$ cat src/rtl/i2c_pkg.sv
// ---------------------------------------------------------------------------
// i2c_pkg
//  Constants shared by the I2C control slice: number of command keys,
//  the bit position of each command inside a command word, the default
//  debounce length, and a helper that sizes a counter.
//  No ports.
// ---------------------------------------------------------------------------
package i2c_pkg;

  localparam int I2C_NUM_CMD          = 3;
  localparam int CMD_START            = 0;
  localparam int CMD_XFER             = 1;
  localparam int CMD_STOP             = 2;
  localparam int I2C_DEBOUNCE_DEFAULT = 500000;

  // Width of a counter that must hold 0..n-1; never narrower than 1 bit.
  function automatic int cnt_w(input int n);
    return (n > 1) ? $clog2(n) : 1;
  endfunction

endpackage

$ cat src/rtl/key_debounce.sv
// ---------------------------------------------------------------------------
// key_debounce
//  One raw active-low key: synchroniser chain, stability counter and the
//  accepted (debounced) level, active-high.
//  Ports:
//   i_clk    system clock
//   i_reset  asynchronous active-high reset
//   i_key_n  raw key, active-low, asynchronous to i_clk
//   o_level  debounced level, 1 = pressed
// ---------------------------------------------------------------------------
module key_debounce
  import i2c_pkg::*;
#(
  parameter int SYNC_STAGES     = 2,
  parameter int DEBOUNCE_CYCLES = I2C_DEBOUNCE_DEFAULT
) (
  input  logic i_clk,
  input  logic i_reset,
  input  logic i_key_n,
  output logic o_level
);

  localparam int            CW       = cnt_w(DEBOUNCE_CYCLES);
  localparam logic [CW-1:0] CNT_LAST = CW'(DEBOUNCE_CYCLES - 1);

  logic [SYNC_STAGES-1:0] r_sync;
  logic [CW-1:0]          r_cnt;
  logic                   r_level;
  logic                   w_synced;

  // Chain resets to all-ones so a reset looks like "key released".
  always_ff @(posedge i_clk or posedge i_reset) begin
    if (i_reset) r_sync <= '1;
    else         r_sync <= {r_sync[SYNC_STAGES-2:0], i_key_n};
  end

  assign w_synced = ~r_sync[SYNC_STAGES-1];

  // Counter only runs while the synced input disagrees with the accepted
  // level; any agreeing cycle restarts the count, so short glitches vanish.
  always_ff @(posedge i_clk or posedge i_reset) begin
    if (i_reset) begin
      r_cnt   <= '0;
      r_level <= 1'b0;
    end else if (w_synced == r_level) begin
      r_cnt   <= '0;
    end else if (r_cnt == CNT_LAST) begin
      r_cnt   <= '0;
      r_level <= ~r_level;
    end else begin
      r_cnt   <= r_cnt + 1'b1;
    end
  end

  assign o_level = r_level;

endmodule

$ cat src/rtl/i2c_key_cmd.sv
// ---------------------------------------------------------------------------
// i2c_key_cmd
//  Command source for the I2C control block. Debounces the push keys and
//  emits one single-cycle command per press-release gesture, carrying the
//  OR of every key held during the gesture. The command waits while the
//  downstream engine is busy.
//  Ports:
//   i_clk        system clock
//   i_reset      asynchronous active-high reset
//   i_key_n      raw keys, active-low, asynchronous
//   i_busy       downstream engine busy (1 = hold the command)
//   o_control    command pulse, high for exactly one cycle
//   o_pending    gesture complete, command waiting for i_busy=0
//   o_key_state  debounced key levels, 1 = pressed
// ---------------------------------------------------------------------------
module i2c_key_cmd
  import i2c_pkg::*;
#(
  parameter int NUM_KEYS        = I2C_NUM_CMD,
  parameter int SYNC_STAGES     = 2,
  parameter int DEBOUNCE_CYCLES = I2C_DEBOUNCE_DEFAULT
) (
  input  logic                i_clk,
  input  logic                i_reset,
  input  logic [NUM_KEYS-1:0] i_key_n,
  input  logic                i_busy,
  output logic [NUM_KEYS-1:0] o_control,
  output logic                o_pending,
  output logic [NUM_KEYS-1:0] o_key_state
);

  typedef enum logic [1:0] {
    S_IDLE  = 2'd0,
    S_PRESS = 2'd1,
    S_WAIT  = 2'd2
  } state_t;

  logic [NUM_KEYS-1:0] w_key_state;

  for (genvar gi = 0; gi < NUM_KEYS; gi++) begin : g_key
    key_debounce #(
      .SYNC_STAGES     (SYNC_STAGES),
      .DEBOUNCE_CYCLES (DEBOUNCE_CYCLES)
    ) u_deb (
      .i_clk   (i_clk),
      .i_reset (i_reset),
      .i_key_n (i_key_n[gi]),
      .o_level (w_key_state[gi])
    );
  end

  state_t              r_state,   w_state_nxt;
  logic [NUM_KEYS-1:0] r_mask,    w_mask_nxt;
  logic [NUM_KEYS-1:0] r_control, w_control_nxt;

  always_ff @(posedge i_clk or posedge i_reset) begin
    if (i_reset) begin
      r_state   <= S_IDLE;
      r_mask    <= '0;
      r_control <= '0;
    end else begin
      r_state   <= w_state_nxt;
      r_mask    <= w_mask_nxt;
      r_control <= w_control_nxt;
    end
  end

  // Gesture = from first pressed key until all keys released. The mask
  // accumulates overlapping presses; WAIT ignores keys so nothing held
  // there can leak into the queued command.
  always_comb begin
    w_state_nxt   = r_state;
    w_mask_nxt    = r_mask;
    w_control_nxt = '0;
    case (r_state)
      S_IDLE: begin
        if (|w_key_state) begin
          w_state_nxt = S_PRESS;
          w_mask_nxt  = w_key_state;
        end
      end
      S_PRESS: begin
        w_mask_nxt = r_mask | w_key_state;
        if (w_key_state == '0) w_state_nxt = S_WAIT;
      end
      S_WAIT: begin
        if (!i_busy) begin
          w_control_nxt = r_mask;
          w_mask_nxt    = '0;
          w_state_nxt   = S_IDLE;
        end
      end
      default: begin
        w_state_nxt = S_IDLE;
        w_mask_nxt  = '0;
      end
    endcase
  end

  assign o_control   = r_control;
  assign o_pending   = (r_state == S_WAIT);
  assign o_key_state = w_key_state;

endmodule

$ cat config.mk
export PLATFORM = sky130hd
export DESIGN_NAME = i2c_key_cmd
export DESIGN_NICKNAME = d
export VERILOG_FILES = /design/src/rtl/i2c_pkg.sv /design/src/rtl/key_debounce.sv /design/src/rtl/i2c_key_cmd.sv
export SDC_FILE = /design/constraint.sdc
export NUM_CORES = 1
export LEC_CHECK = 0
export CORE_MARGIN = 10
export CORE_UTILIZATION = 55
export DETAILED_ROUTE_END_ITERATION = 10
export GPL_TIMING_DRIVEN = 0
export MAX_ROUTING_LAYER = met4
export PLACE_DENSITY = 0.77
export REMOVE_ABC_BUFFERS = 1
export SYNTH_ARGS = -nofsm -noshare
export SYNTH_HDL_FRONTEND = slang
export SYNTH_SLANG_ARGS = --single-unit
$ cat constraint.sdc
create_clock -name i_clk -period 4 [get_ports i_clk]
set_input_delay 0.8 -clock i_clk [delete_from_list [all_inputs] [get_ports i_clk]]
set_output_delay 0.8 -clock i_clk [all_outputs]
set_load 0.01 [all_outputs]
==> results by group <==
Outcome
  – Status: complete, no violations

Drt
  – DR vias/cell: 5.65
  – DRT Wirelength: 6000 um
  – Via Count: 2448
  – Drt pass-1 iters: 4
  – Antenna Nets Post-Route: 0
  – # DRC: 0
  – DR WL/cell: 13.9 um
  – Initial DRC count: 97

Layout
  – Area of the multi-input gates: 0.00151 mm^2
  – Most frequent cells in the layout: 68 x dfrtp_1, 45 x nor2_1, 25 x xnor2_1
  – Area delta synth->final: 9.87%
  – FF/Latch Area: 0.00186 mm^2
  – Nets: 362
  – Diodes inserted: 0
  – Commonest non-fill, non-tap cell in the layout: dfrtp_1
  – Layout Cells excl Fill: 433
  – Share of post-route cells with drive strength above 1: 8.94%
  – Fillers: 494

Floorplanning
  – Die width: 99.6 um
  – Core area: 0.00603 mm^2
  – Num rows: 28
  – Die Ht: 99.6 um
  – # IOs: 13
  – Initial core utilization: 57.8%
  – Die area: 0.00992 mm^2

Setup path
  – Critical Path AT: 1550 ps
  – CP Class: reg2out
  – Worst Path Max Fanout: 4
  – Startpoint Class: register
  – Setup crit end kind: primary output
  – Critical Path RT: 3200 ps

Logic synthesis
  – Compound-Gate Fraction of Synth Area: 7.54%
  – Synth unique cells: 41
  – Syn Inst Count: 338
  – Largest area contributor in the netlist: dfrtp_1
  – Share of the synthesized area in the top cell type: 48.8%
  – Seq/Total Area, Yosys: 53.3%
  – Post-synthesis mux area share: 0.574%
  – Synth Cell Area: 0.00349 mm^2
  – FFs w/ async S/R, synth: 100%
  – Number of synthesized flops with an enable pin: 0
  – Largest family of logic cells by synthesized area: simple AND/OR/NAND/NOR gates
  – Simple-gate share of the synthesized area: 24.2%
  – Synth Flop Type: dfrtp_1
  – Adder-cell share of the synthesized area: 1.08%
  – Post-Synth XOR/XNOR Area: 10.1%
  – Synth area leaders: dfrtp_1 49%, xnor2_1 6.3%, nor2_1 4.8%, dfstp_2 4.5%, xor2_1 3.8%
  – Post-Syn Area per Cell: 10.3 um^2
  – FF+latch count, synth: 74
  – Syn. warnings: 0

STA
  – Maximum clock frequency: 0.425 GHz
  – Number of slew-limit violations in the final report: 0
  – Slew HR: 36.1%
  – Hold WS: 357 ps
  – Final setup TNS: 0 ps
  – Worst clock skew: 10.1 ps
  – Final Hold Vio Count: 0
  – Actual slew at the worst max-slew pin: 955 ps
  – Post-route minimum period: 2350 ps
  – RSZ-0062 raised after global routing: no
  – Setup Viol. Count Final: 0
  – Tcrit/Tclk final: 58.8%

Clocking
  – CTS Hold Bufs: 0
  – Total number of H-tree levels: 3
  – Post-CTS sizing: 0
  – CTS Buf Count: 9
  – Worst-skew pair later-pin latency: 340 ps
  – CTS clk-pin slew, worst paths: 70 ps
  – CTS sink count: 74
  – Root Buffer: clkbuf_8
  – CTS tree: done
  – Setup Fix Bufs, Post-CTS: 0
  – Clock tree buffer depth: 2

GRT
  – Largest net degree at the start of global routing: 75
  – Initial antenna violation count: 0
  – Vias in the first global route: 2452
  – GR Util All Layers: 13.6%
  – First-pass GRT wire length: 11100 um
  – Global route overflow: 0

Placed design
  – IO Port Bufs: 12
  – Final GP Congestion: 0.813
  – Placed cell count: 417
  – DP Wirelength: 4100 um

Pwr
  – Peak VDD IR: 0.206 mV
  – Lkg Pwr: 1.55 nW
  – Power per cell area: 355 mW/mm^2

Run
  – Max-cap violations: 0

Min path
  – Tightest Hold Check Type: reg2reg
## layout make-up
type	count	area share [%]
inverter	16	1.63
multi-input combinational	240	39.5
timing repair buffer	12	3.14
sequential	74	48.5
clock buffer	12	3.53
tap	75	2.45
clock inverter	4	1.18
## critical path, stage by stage (launching register included)
cell and delay [ps]:
dfrtp_1 390, nor2b_1 250, clkdlybuf4s50_1 580
## report_power, final
group          total, mW  switching [mW]  internal [mW]
combinational     0.0462          0.0319         0.0143
clock              0.544           0.258          0.286
sequential         0.771          0.0101          0.761
## stage by stage
step	power (mW)	setup slack, ps	utilization (%)	area [um^2]
4_1_cts	1.38	1630	63.6	3830
3_3_place_gp	0.831	198	60.5	3650
6_report	1.36	1650	63.6	3830
2_1_floorplan	0.816	1330	-	3430
3_5_place_dp	0.834	1840	60.6	3650
5_1_grt	1.42	1560	63.6	3830
## final timing paths
path	start	end	slack (ps)	cells after the start
max in group asynchronous	i_reset	r_mask[0]$_DFFE_PP0P_	2430	2
worst min register to register	g_key[1].u_deb.r_sync[0]$_DFF_PP1_	g_key[1].u_deb.r_sync[1]$_DFF_PP1_	360	0
min in group asynchronous	i_reset	g_key[1].u_deb.r_cnt[18]$_DFF_PP0_	1000	2
worst max-delay path	r_state[1]$_DFFE_PP0P_	o_pending	1650	2
worst max register to register	g_key[2].u_deb.r_cnt[14]$_DFF_PP0_	g_key[2].u_deb.r_cnt[10]$_DFF_PP0_	1840	3
worst min-delay path	g_key[1].u_deb.r_sync[0]$_DFF_PP1_	g_key[1].u_deb.r_sync[1]$_DFF_PP1_	360	0
## kinds of logic after synthesis
kind of cell    count (synthesis)
xor+xnor                       40
fa+ha+maj                       3
mux                             2
compound gates                 39
simple gates                  156
flops                          74
buf+inv                        24
## registers in the layout (all words and copies together), names as in the netlist
| register | cells |
|---|---|
| r_state | 2 |
| g_key.u_deb.r_cnt | 57 |
| r_mask | 3 |
| g_key.u_deb.o_level | 3 |
| g_key.u_deb.r_sync | 6 |
| o_control | 3 |
## synthesized netlist by cell type (all sizes together), types with 2 or more instances
| cell | instances |
|---|---|
| and2 | 6 |
| buf | 7 |
| mux2i | 2 |
| nand2 | 18 |
| a31o | 2 |
| nor4 | 9 |
| a22o | 2 |
| or4 | 11 |
| dfrtp | 68 |
| o21ai | 13 |
| and3 | 2 |
| inv | 16 |
| nor4b | 2 |
| dfstp | 6 |
| and4 | 5 |
| nor2 | 45 |
| xnor2 | 25 |
| or4b | 2 |
| nand3 | 22 |
| a21oi | 15 |
| xor2 | 15 |
| nor3 | 6 |
| ha | 3 |
| or3 | 11 |
| o31ai | 6 |
| nand4 | 13 |
## routing by layer
layer | wire length, um | global-route usage, % | vias to the layer above | part of all wire, %
li1 | - | - | 1221 | -
met1 | 2870 | 16.6 | 1184 | 48
met2 | 2860 | 21.1 | 34 | 48
met3 | 193 | 3.11 | 9 | 3.2
met4 | 86 | 5.84 | 0 | 1.4
met5 | 0 | - | - | 0
Note: power is estimated with default switching activity, not from simulation.
